File: src/rtl/sim_pkg.sv
// ----------------------------------------------------------------------------
// sim_pkg
// Shared definitions for the cloth/rope simulator datapath.
//   DATA_W_DEF  : default coordinate width (Q12.20 signed fixed point)
//   FRAC_BITS   : number of fraction bits in a coordinate
//   ANCHOR_IDX  : index of the pinned particle, never written back
//   state_e     : sweep sequencer states
// ----------------------------------------------------------------------------
package sim_pkg;

  localparam int DATA_W_DEF = 32;
  localparam int FRAC_BITS  = 20;
  localparam int ANCHOR_IDX = 0;

  typedef enum logic [2:0] {
    ST_IDLE   = 3'd0,
    ST_RD_UP  = 3'd1,
    ST_RD_CUR = 3'd2,
    ST_RD_DN  = 3'd3,
    ST_LATCH  = 3'd4,
    ST_EVAL   = 3'd5,
    ST_WRITE  = 3'd6,
    ST_DONE   = 3'd7
  } state_e;

endpackage

File: src/rtl/particle_window.sv
// ----------------------------------------------------------------------------
// particle_window
// Three-particle sliding window (up, cur, down) plus the enforced result (res)
// used by the rope-constraint sweep. All registers clear on reset.
//   clk, rst_n        : clock, asynchronous active-low reset
//   i_load_up/cur/down: capture RAM read data into the named register
//   i_copy_last       : down <- cur (last particle has no lower neighbour)
//   i_load_res        : res <- constraint-unit result
//   i_shift           : advance window: up <- res, cur <- down
//   i_rd_x/y          : RAM read data
//   i_res_x/y         : constraint-unit result
//   o_up/cur/down/res : register contents
// ----------------------------------------------------------------------------
module particle_window
  import sim_pkg::*;
#(
  parameter int DATA_W = DATA_W_DEF
) (
  input  logic              clk,
  input  logic              rst_n,
  input  logic              i_load_up,
  input  logic              i_load_cur,
  input  logic              i_load_down,
  input  logic              i_copy_last,
  input  logic              i_load_res,
  input  logic              i_shift,
  input  logic [DATA_W-1:0] i_rd_x,
  input  logic [DATA_W-1:0] i_rd_y,
  input  logic [DATA_W-1:0] i_res_x,
  input  logic [DATA_W-1:0] i_res_y,
  output logic [DATA_W-1:0] o_up_x,
  output logic [DATA_W-1:0] o_up_y,
  output logic [DATA_W-1:0] o_cur_x,
  output logic [DATA_W-1:0] o_cur_y,
  output logic [DATA_W-1:0] o_down_x,
  output logic [DATA_W-1:0] o_down_y,
  output logic [DATA_W-1:0] o_res_x,
  output logic [DATA_W-1:0] o_res_y
);

  logic [DATA_W-1:0] r_up_x, r_up_y;
  logic [DATA_W-1:0] r_cur_x, r_cur_y;
  logic [DATA_W-1:0] r_down_x, r_down_y;
  logic [DATA_W-1:0] r_res_x, r_res_y;

  // Window registers; the shift feeds res into up so the next particle sees
  // its already-updated upper neighbour (Gauss-Seidel order).
  always_ff @(posedge clk or negedge rst_n) begin
    if (!rst_n) begin
      r_up_x   <= '0;
      r_up_y   <= '0;
      r_cur_x  <= '0;
      r_cur_y  <= '0;
      r_down_x <= '0;
      r_down_y <= '0;
      r_res_x  <= '0;
      r_res_y  <= '0;
    end else begin
      if (i_load_up) begin
        r_up_x <= i_rd_x;
        r_up_y <= i_rd_y;
      end else if (i_shift) begin
        r_up_x <= r_res_x;
        r_up_y <= r_res_y;
      end

      if (i_load_cur) begin
        r_cur_x <= i_rd_x;
        r_cur_y <= i_rd_y;
      end else if (i_shift) begin
        r_cur_x <= r_down_x;
        r_cur_y <= r_down_y;
      end

      if (i_load_down) begin
        r_down_x <= i_rd_x;
        r_down_y <= i_rd_y;
      end else if (i_copy_last) begin
        r_down_x <= r_cur_x;
        r_down_y <= r_cur_y;
      end

      if (i_load_res) begin
        r_res_x <= i_res_x;
        r_res_y <= i_res_y;
      end
    end
  end

  assign o_up_x   = r_up_x;
  assign o_up_y   = r_up_y;
  assign o_cur_x  = r_cur_x;
  assign o_cur_y  = r_cur_y;
  assign o_down_x = r_down_x;
  assign o_down_y = r_down_y;
  assign o_res_x  = r_res_x;
  assign o_res_y  = r_res_y;

endmodule

File: src/rtl/constraint_sweep_sequencer.sv
// ----------------------------------------------------------------------------
// constraint_sweep_sequencer
// Walks particles 1..N_PARTICLES-1 of the position RAM for ITERATIONS
// Gauss-Seidel sweeps, presenting (up, cur, down) to the external
// combinational constraint unit and writing the result back. Particle 0 is
// the pinned anchor and is only read.
//   clk, rst_n           : clock, asynchronous active-low reset
//   i_start              : begins a run (sampled in IDLE only)
//   o_busy / o_done      : run in progress / one-cycle completion pulse
//   o_mem_rd_*           : RAM read port, data returns on i_mem_rd_x/y 1 cycle later
//   o_mem_wr_*           : RAM write port
//   o_ec_*               : window presented to the constraint unit
//   o_ec_is_last         : current particle is N_PARTICLES-1
//   i_ec_res_x/y         : constraint-unit result, sampled at end of EVAL
// ----------------------------------------------------------------------------
module constraint_sweep_sequencer
  import sim_pkg::*;
#(
  parameter int N_PARTICLES = 16,
  parameter int ADDR_W      = 4,
  parameter int DATA_W      = DATA_W_DEF,
  parameter int ITERATIONS  = 4
) (
  input  logic              clk,
  input  logic              rst_n,
  input  logic              i_start,
  output logic              o_busy,
  output logic              o_done,
  output logic              o_mem_rd_en,
  output logic [ADDR_W-1:0] o_mem_rd_addr,
  input  logic [DATA_W-1:0] i_mem_rd_x,
  input  logic [DATA_W-1:0] i_mem_rd_y,
  output logic              o_mem_wr_en,
  output logic [ADDR_W-1:0] o_mem_wr_addr,
  output logic [DATA_W-1:0] o_mem_wr_x,
  output logic [DATA_W-1:0] o_mem_wr_y,
  output logic [DATA_W-1:0] o_ec_up_x,
  output logic [DATA_W-1:0] o_ec_up_y,
  output logic [DATA_W-1:0] o_ec_x,
  output logic [DATA_W-1:0] o_ec_y,
  output logic [DATA_W-1:0] o_ec_down_x,
  output logic [DATA_W-1:0] o_ec_down_y,
  output logic              o_ec_is_last,
  input  logic [DATA_W-1:0] i_ec_res_x,
  input  logic [DATA_W-1:0] i_ec_res_y
);

  localparam int IT_W = (ITERATIONS > 1) ? $clog2(ITERATIONS) : 1;
  // Index compares are done one bit wider so idx+1 cannot wrap.
  localparam logic [ADDR_W:0]   LAST_IDX  = (ADDR_W+1)'(N_PARTICLES - 1);
  localparam logic [ADDR_W:0]   ONE_EXT   = (ADDR_W+1)'(1);
  localparam logic [IT_W-1:0]   LAST_ITER = IT_W'(ITERATIONS - 1);

  state_e            r_state;
  logic [ADDR_W-1:0] r_idx;
  logic [IT_W-1:0]   r_iter;
  logic              r_busy;
  logic              r_done;
  logic              r_rd_en;
  logic [ADDR_W-1:0] r_rd_addr;
  logic              r_wr_en;
  logic [ADDR_W-1:0] r_wr_addr;
  logic              r_is_last;

  logic [ADDR_W:0]   w_idx_ext;
  logic [ADDR_W:0]   w_idx_p1;
  logic              w_idx_lt_last;
  logic              w_idx_p1_lt_last;
  logic              w_load_up;
  logic              w_load_cur;
  logic              w_load_down;
  logic              w_copy_last;
  logic              w_load_res;
  logic              w_shift;

  assign w_idx_ext        = {1'b0, r_idx};
  assign w_idx_p1         = w_idx_ext + ONE_EXT;
  assign w_idx_lt_last    = (w_idx_ext < LAST_IDX);
  assign w_idx_p1_lt_last = (w_idx_p1 < LAST_IDX);

  // Window register controls decoded from the current state.
  always_comb begin
    w_load_up   = 1'b0;
    w_load_cur  = 1'b0;
    w_load_down = 1'b0;
    w_copy_last = 1'b0;
    w_load_res  = 1'b0;
    w_shift     = 1'b0;
    case (r_state)
      ST_RD_CUR: w_load_up  = 1'b1;
      ST_RD_DN:  w_load_cur = 1'b1;
      ST_LATCH: begin
        if (w_idx_lt_last) begin
          w_load_down = 1'b1;
        end else begin
          w_copy_last = 1'b1;
        end
      end
      ST_EVAL:   w_load_res = 1'b1;
      ST_WRITE:  w_shift    = 1'b1;
      default:   w_shift    = 1'b0;
    endcase
  end

  // Sequencer FSM; strobes and addresses are registered on entry to the
  // state in which they must be seen by the RAM.
  always_ff @(posedge clk or negedge rst_n) begin
    if (!rst_n) begin
      r_state   <= ST_IDLE;
      r_idx     <= '0;
      r_iter    <= '0;
      r_busy    <= 1'b0;
      r_done    <= 1'b0;
      r_rd_en   <= 1'b0;
      r_rd_addr <= '0;
      r_wr_en   <= 1'b0;
      r_wr_addr <= '0;
      r_is_last <= 1'b0;
    end else begin
      r_rd_en <= 1'b0;
      r_wr_en <= 1'b0;
      r_done  <= 1'b0;
      case (r_state)
        ST_IDLE: begin
          if (i_start) begin
            r_state   <= ST_RD_UP;
            r_iter    <= '0;
            r_busy    <= 1'b1;
            r_rd_en   <= 1'b1;
            r_rd_addr <= ADDR_W'(ANCHOR_IDX);
          end else begin
            r_busy <= 1'b0;
          end
        end
        ST_RD_UP: begin
          r_state   <= ST_RD_CUR;
          r_rd_en   <= 1'b1;
          r_rd_addr <= ADDR_W'(1);
        end
        ST_RD_CUR: begin
          // idx becomes 1; the read issued in RD_DN fetches particle 2.
          r_state   <= ST_RD_DN;
          r_idx     <= ADDR_W'(1);
          r_is_last <= (LAST_IDX == ONE_EXT);
          if (ONE_EXT < LAST_IDX) begin
            r_rd_en   <= 1'b1;
            r_rd_addr <= ADDR_W'(2);
          end
        end
        ST_RD_DN: begin
          r_state <= ST_LATCH;
        end
        ST_LATCH: begin
          r_state <= ST_EVAL;
        end
        ST_EVAL: begin
          // Write idx while prefetching idx+2, the next particle's down.
          r_state   <= ST_WRITE;
          r_wr_en   <= 1'b1;
          r_wr_addr <= r_idx;
          if (w_idx_p1_lt_last) begin
            r_rd_en   <= 1'b1;
            r_rd_addr <= r_idx + ADDR_W'(2);
          end
        end
        ST_WRITE: begin
          if (w_idx_lt_last) begin
            r_idx     <= r_idx + ADDR_W'(1);
            r_state   <= ST_LATCH;
            r_is_last <= (w_idx_p1 == LAST_IDX);
          end else if (r_iter < LAST_ITER) begin
            r_iter    <= r_iter + IT_W'(1);
            r_state   <= ST_RD_UP;
            r_is_last <= 1'b0;
            r_rd_en   <= 1'b1;
            r_rd_addr <= ADDR_W'(ANCHOR_IDX);
          end else begin
            r_state   <= ST_DONE;
            r_is_last <= 1'b0;
            r_done    <= 1'b1;
          end
        end
        ST_DONE: begin
          r_state <= ST_IDLE;
          r_busy  <= 1'b0;
        end
        default: begin
          r_state <= ST_IDLE;
          r_busy  <= 1'b0;
        end
      endcase
    end
  end

  particle_window #(
    .DATA_W(DATA_W)
  ) u_window (
    .clk        (clk),
    .rst_n      (rst_n),
    .i_load_up  (w_load_up),
    .i_load_cur (w_load_cur),
    .i_load_down(w_load_down),
    .i_copy_last(w_copy_last),
    .i_load_res (w_load_res),
    .i_shift    (w_shift),
    .i_rd_x     (i_mem_rd_x),
    .i_rd_y     (i_mem_rd_y),
    .i_res_x    (i_ec_res_x),
    .i_res_y    (i_ec_res_y),
    .o_up_x     (o_ec_up_x),
    .o_up_y     (o_ec_up_y),
    .o_cur_x    (o_ec_x),
    .o_cur_y    (o_ec_y),
    .o_down_x   (o_ec_down_x),
    .o_down_y   (o_ec_down_y),
    .o_res_x    (o_mem_wr_x),
    .o_res_y    (o_mem_wr_y)
  );

  assign o_busy        = r_busy;
  assign o_done        = r_done;
  assign o_mem_rd_en   = r_rd_en;
  assign o_mem_rd_addr = r_rd_addr;
  assign o_mem_wr_en   = r_wr_en;
  assign o_mem_wr_addr = r_wr_addr;
  assign o_ec_is_last  = r_is_last;

endmodule

File: config.mk
export PLATFORM = sky130hd
export DESIGN_NAME = constraint_sweep_sequencer
export DESIGN_NICKNAME = d
export VERILOG_FILES = /design/src/rtl/sim_pkg.sv /design/src/rtl/particle_window.sv /design/src/rtl/constraint_sweep_sequencer.sv
export SDC_FILE = /design/constraint.sdc
export NUM_CORES = 1
export LEC_CHECK = 0
export CORE_MARGIN = 5
export CORE_UTILIZATION = 30
export CTS_CLUSTER_DIAMETER = 200
export DETAILED_ROUTE_END_ITERATION = 16
export GPL_TIMING_DRIVEN = 1
export PLACE_DENSITY = 0.64
export SLEW_MARGIN = 30
export SYNTH_ARGS = -nofsm -noshare
export SYNTH_HDL_FRONTEND = slang
export SYNTH_HIERARCHICAL = 1
export SYNTH_SLANG_ARGS = --single-unit
File: constraint.sdc
create_clock -name clk -period 1.8 [get_ports clk]
set_clock_uncertainty 0.2 [all_clocks]
set_input_delay 0.45 -clock clk [delete_from_list [all_inputs] [get_ports clk]]
set_output_delay 0.45 -clock clk [all_outputs]
set_load 0.02 [all_outputs]
After elaboration in Yosys (flattened, before gate mapping)
Index checks and enable logic that the tools add are counted.
{"block": "word_totals", "regBits": 278, "out_inout_bits": 269}
{"block": "classes", "reduce_logical": 12, "n_lt_le_gt_ge": 3, "n_eq_ne": 13, "muxes": 46, "n_addsub": 4}
{"operator": "$mux 32", "count": 12}
{"operator": "$pmux 3 s8", "count": 1}
{"operator": "$mux 4", "count": 5}
{"operator": "$pmux 4 s5", "count": 1}
{"operator": "$mux 1", "count": 16}
{"operator": "$eq 3x3->1 const B", "count": 4}
{"operator": "$reduce_bool 2->1", "count": 6}
{"operator": "$ne 2x2->1 const B", "count": 5}
{"operator": "$mux 3", "count": 3}
{"operator": "$pmux 4 s2", "count": 1}
{"operator": "$eq 3x2->1 const B", "count": 2}
{"operator": "$mux 2", "count": 3}
{"operator": "$add 4x1->5 const B", "count": 1}
{"operator": "$eq 5x4->1 const B", "count": 1}
{"operator": "$lt 5x4->1 const B", "count": 1}
{"operator": "$reduce_and 5->1", "count": 1}
{"operator": "$reduce_bool 5->1", "count": 1}
{"operator": "$add 4x1->4 const B", "count": 1}
{"operator": "$add 4x2->4 const B", "count": 1}
{"operator": "$lt 4x4->1 const B", "count": 1}
{"operator": "$pmux 1 s2", "count": 2}
{"operator": "$pmux 1 s4", "count": 1}
{"operator": "$pmux 2 s2", "count": 1}
{"operator": "$reduce_and 4->1", "count": 1}
{"operator": "other kinds (6)", "count": 6}

Longest topological paths before layout
{"block": "depth", "ltp_word": 5, "mapped_depth": 8, "depth_no_buf": 6}

Modules after synthesis
The synthesis kept the hierarchy.
{"mod": "particle_window", "n_inst": 1, "cells_per_inst": 966, "area_each_um2": 11297.1, "seq_area_each_um2": 6406.1}
{"mod": "constraint_sweep_sequencer", "n_inst": 1, "cells_per_inst": 107, "area_each_um2": 1128.6, "seq_area_each_um2": 550.5}

Worst setup path after synthesis
OpenSTA, ideal clock, no wires.
{"block": "synth_timing", "path_kind": "reg-to-reg", "startpoint": "register r_idx[1]", "endpoint": "register u_window.r_down_x[25] (netlist: u_window/o_down_x[25])", "setup_slack_ns": -0.202, "path_buffers": 3, "arrival_time_ns": 1.667, "period_less_slack_ns": 2.002, "path_stages_with_launch": 9, "setup_time_ns": 0.135, "path_cell_list": "dfrtp_1 ha_1 and3_1 buf_6 and3_1 buf_6 buf_6 mux2i_1 o21ai_0"}
{"block": "synth_via", "elab_chain_len": 4, "elab_cells_between_ends": 7}
{"item": "from (decl)", "line": "constraint_sweep_sequencer.sv:55", "rtl": "logic [ADDR_W-1:0] r_idx;"}
{"item": "from (signal assigned)", "line": "constraint_sweep_sequencer.sv:168", "rtl": "r_idx <= r_idx + ADDR_W'(1);"}
{"item": "$lt 4x4->1", "line": "constraint_sweep_sequencer.sv:78", "rtl": "assign w_idx_lt_last = (w_idx_ext < LAST_IDX);"}
{"item": "$mux 1", "line": "constraint_sweep_sequencer.sv:93", "rtl": "if (w_idx_lt_last) begin"}
{"item": "$mux 1", "line": "constraint_sweep_sequencer.sv:89", "rtl": "case (r_state)"}
{"item": "via w_copy_last", "line": "constraint_sweep_sequencer.sv:72", "rtl": "logic w_copy_last;"}
{"item": "$reduce_bool 2->1 (no source line)"}
{"item": "to (signal assigned)", "line": "particle_window.sv:76", "rtl": "r_down_x <= i_rd_x;"}
{"item": "to (signal assigned)", "line": "particle_window.sv:79", "rtl": "r_down_x <= r_cur_x;"}
{"item": "to (decl)", "line": "particle_window.sv:43", "rtl": "logic [DATA_W-1:0] r_down_x, r_down_y;"}
The timed path passes the listed nets, and every way through them passes these cells.
A chain may end at the register's enable or synchronous reset.

Final worst setup path
{"block": "layout_timing", "startpoint": "register r_idx[1]", "endpoint": "register u_window.r_down_y[28] (netlist: u_window/o_down_y[28])"}
{"block": "layout_via", "elab_chain_len": 4, "elab_cells_between_ends": 7}
{"item": "$lt 4x4->1", "line": "constraint_sweep_sequencer.sv:78"}
{"item": "$mux 1", "line": "constraint_sweep_sequencer.sv:93"}
{"item": "$mux 1", "line": "constraint_sweep_sequencer.sv:89"}
{"item": "via w_copy_last", "line": "constraint_sweep_sequencer.sv:72"}
{"item": "$reduce_bool 2->1 (no source line)"}
{"item": "to (signal assigned)", "line": "particle_window.sv:77", "rtl": "r_down_y <= i_rd_y;"}
{"item": "to (signal assigned)", "line": "particle_window.sv:80", "rtl": "r_down_y <= r_cur_y;"}
{"item": "to (decl)", "line": "particle_window.sv:43"}
The timed path passes the listed nets, and every way through them passes these cells.

==> reports/metrics.cfg <==
[place]
pre_cts_slack_ps=-232
port-buffer-count=399
place_hpwl_um=28300
placed_area_um2=17500
place_congestion=0.797
placedCellCount=2014

[floorplan]
pin_count=400
die_area_um2=45600
num_rows=74
start_util_pct=30.4
core_region_area_um2=40900
die_w_um=214
die_height_um=214

[final_layout]
final_stage_net_count=1730
drive_gt1_share_pct=36.7
final_design_area_no_fill_um2=19000
area_delta_synth_final_pct=52.8
insertedDiodeCount=0
final_cells=2147

[yosys]
synthesis.area_per_instance_um2=11.6
combinational_family_with_the_most_area_after_synthesis=multiplexers
post_synth_mux_area_share_pct=21.7
synthesis.nets=1208
synth_fa_ha_area_share_pct=0.403
postSynthCellCount=1073
synth_xor_xnor_area_share_pct=0.211
share_of_yosys_cell_area_claimed_by_the_top_area_cell_type_pct=56.0
post_synth_instance_area_um2=12400
synth-simple-area-share_pct=7.41
synth-seq-area-share_pct=56.0
yosys.cell_types.count=40
synth_compound_gate_area_share_pct=9.31
ys_top_cells_by_area=dfrtp_1 56%, mux2i_1 15%, nand2_1 6.1%
netlist.top_cell.by_area=dfrtp_1
yosysWarnings=6
yosys_register_bits=278

[outcome]
violations_in_the_final_reports=negative setup slack
status=complete, but fails checks

[global_routing]
grt_pass1_wl_um=64700
grt_pass1_vias=10900
total_routing_usage_gr_pct=18.0
gr-total-overflow=0
grt_start_max_net_pins=69
initial_antenna_violation_count=1

[timing]
timing.final.crit_share_pct=109
setup_slack_ps=-154
holdWs_ps=262
finalHoldViolCount=0
final_period_minus_worst_setup_slack_ps=1950
setup_viol_count_final=113
timing.max_slew.rel_slack_pct=71.3
maximum_clock_frequency_ghz=0.512
rsz0062_at_grt=yes
timing_worst_slew_pin_value_ps=430
maxSlewViolCount=0

[min_path]
hold_path_class=in -> async

[critical_path]
r2r-start=r_idx[1]$_DFFE_PN0P_
worst_ep_required_time_ps=2000
timing.critical_path.to_type=flip-flop
timing.critical_path.arrival_ps=2150
crit_path_start_kind=flip-flop
worstSetupPathType=reg -> reg
ff_to_ff_end=u_window/o_down_y[28]$_DFFE_PN0P_
crit_fanout=6
worstRegToRegCells=8
r2r_setup_slack_ps=-150

[clock_tree]
number_of_buffers_inserted_during_clock_tree_synthesis=34
htree_num_levels=2
clkTransAtPathRegs_ps=60
clockBufferDepth=3
cts_root_buf=clkbuf_16
clock_insertion_delay_worst_skew_ps=530
sinks_on_clock_net=278
tritoncts=done

[job]
max-cap-violations=0

[detailed_routing]
drc=0
via_count=10400
average_vias_per_placed_instance=4.83
totalWireLength_um=45100
first_iter_violations=506
route.antenna.remaining_nets=0
wl_per_cell_um=21.0
firstDrtPassIters=5

[power]
power.ir.vdd_worst_mv=0.959
power.density_cell_area_nw_per_um2=2050
static-leakage-power_uw=0.00821
power.total_uw=38800

[metal layers]
layer | GRT usage [%] | vias up | share of wire (%)
met5 | 0 | - | 0.027
met4 | 5.46 | 2 | 2.9
met3 | 4.80 | 77 | 7.1
met2 | 30.2 | 350 | 49
met1 | 23.0 | 5150 | 41
li1 | - | 4787 | -
[critical path, stage by stage (launching register included)]
cell	delay, ps
dfrtp_2	390
ha_4	150
and3_4	180
and3_4	210
buf_12	130
buf_8	120
buf_12	140
mux2i_2	220
o21ai_1	80
[power breakdown]
group | switching (µW) | internal [µW] | total [µW] | leakage, µW
Clock | 2680 | 4060 | 6740 | 0.000517
Combinational | 11200 | 9160 | 20400 | 0.00428
Sequential | 2350 | 9390 | 11700 | 0.00341
Total | 16200 | 22600 | 38800 | 0.00821
[flip-flops by register name, summed over array words and instances (netlist names)]
| name | cells |
|---|---|
| o_done | 1 |
| u_window/o_res_y | 32 |
| u_window/o_down_x | 32 |
| u_window/o_res_x | 32 |
| u_window/o_cur_y | 32 |
| o_mem_rd_addr | 4 |
| r_iter | 2 |
| o_mem_wr_addr | 4 |
| r_idx | 4 |
| u_window/o_cur_x | 32 |
| u_window/o_up_y | 32 |
| o_busy | 1 |
| r_state | 3 |
| o_ec_is_last | 1 |
| o_mem_rd_en | 1 |
| o_mem_wr_en | 1 |
| u_window/o_up_x | 32 |
| u_window/o_down_y | 32 |
[final cells by class]
class	count	area, µm²
clock buffer	51	986
clock inverter	5	85.1
fill	3838	21900
inverter	5	20.0
multi-input combinational	714	5090
sequential	278	6960
tap	532	666
timing repair buffer	562	5190
[cell families (layout without fill, tap and decap cells)]
family	after synthesis	after routing
DFF	278	278
buffers and inverters	81	623
AOI/OAI and AO/OA	222	222
muxes	260	260
and+or+nand+nor	225	225
xor gates and xnor gates	3	3
adders and majority gates	4	4
[stage by stage]
stage	TNS, ps	util [%]
CTS	-4560	44.5
global route	-18780	46.4
global placement	-8860	42.8
finish	-6450	46.4
floorplan	-6500	-
detailed placement	-12170	42.8
[cell usage after synthesis, drive strengths merged]
cell    number
and2         1
and3         4
dfrtp      278
a211oi       1
o31ai        3
or2          1
nand2b       2
xor2         2
or4          1
nand3b       2
nor3         1
buf         39
a21oi        6
mux2i      192
a32o         1
xnor2        1
nand2      202
a22oi        1
nor3b        2
o21bai       2
ha           4
nor2b        2
o22ai        1
nand3        3
a311oi       1
a32oi        1
o21ai      203
inv          5
a31oi        1
mux2        68
nor2         4
a22o         1
clkbuf      37
[repair_timing]
| action | CTS | global route |
|---|---|---|
| endpoints found under the setup margin | 337 | 186 |
| resized for setup | 1188 | 134 |
| setup buffers | 33 | 17 |
| gates cloned | 17 | 13 |
| hold buffers | 1 | 0 |
| pin swaps | 10 | 15 |
| endpoints found under the hold margin | 163 | 0 |
[placed cells by master (no fill, tap or decap), types with 2 or more instances in the layout]
master	netlist	layout
dfrtp_1	278	275
buf_2	11	236
nand2_1	202	199
o21ai_1	124	191
mux2i_1	192	176
clkdlybuf4s50_1	0	129
buf_4	6	88
mux2_2	66	66
clkbuf_16	0	48
buf_12	13	36
buf_6	9	21
buf_8	0	18
buf_16	0	17
mux2i_2	0	12
clkbuf_1	37	11
o21ai_0	79	7
a21oi_1	6	6
clkbuf_8	0	5
o21ai_2	0	5
inv_1	5	4
and3_4	0	4
mux2i_4	0	4
clkbuf_4	0	3
dfrtp_2	0	3
nand2_2	0	3
nand2b_1	2	2
nor2_4	0	2
nand3b_4	2	2
xor2_1	2	2
o31ai_2	1	2
nand3_2	0	2
nor2_1	4	2
mux2_4	2	2
o21bai_1	2	2
ha_1	4	2
ha_4	0	2
bufinv_16	0	2
[how the worst max path moves through the flow]
stage | startpoint | slack [ps] | cells past startpoint | endpoint
floorplan | r_idx[0]$_DFFE_PN0P_ | -110 | 8 | u_window/o_down_x[15]$_DFFE_PN0P_
global placement | r_idx[0]$_DFFE_PN0P_ | -170 | 6 | u_window/o_down_y[26]$_DFFE_PN0P_
detailed placement | r_idx[0]$_DFFE_PN0P_ | -230 | 6 | u_window/o_down_y[28]$_DFFE_PN0P_
CTS | r_idx[1]$_DFFE_PN0P_ | -120 | 8 | u_window/o_down_y[28]$_DFFE_PN0P_
global route | r_idx[1]$_DFFE_PN0P_ | -210 | 8 | u_window/o_down_y[29]$_DFFE_PN0P_
finish | r_idx[1]$_DFFE_PN0P_ | -150 | 8 | u_window/o_down_y[28]$_DFFE_PN0P_
(Power assumes the default switching activity.)
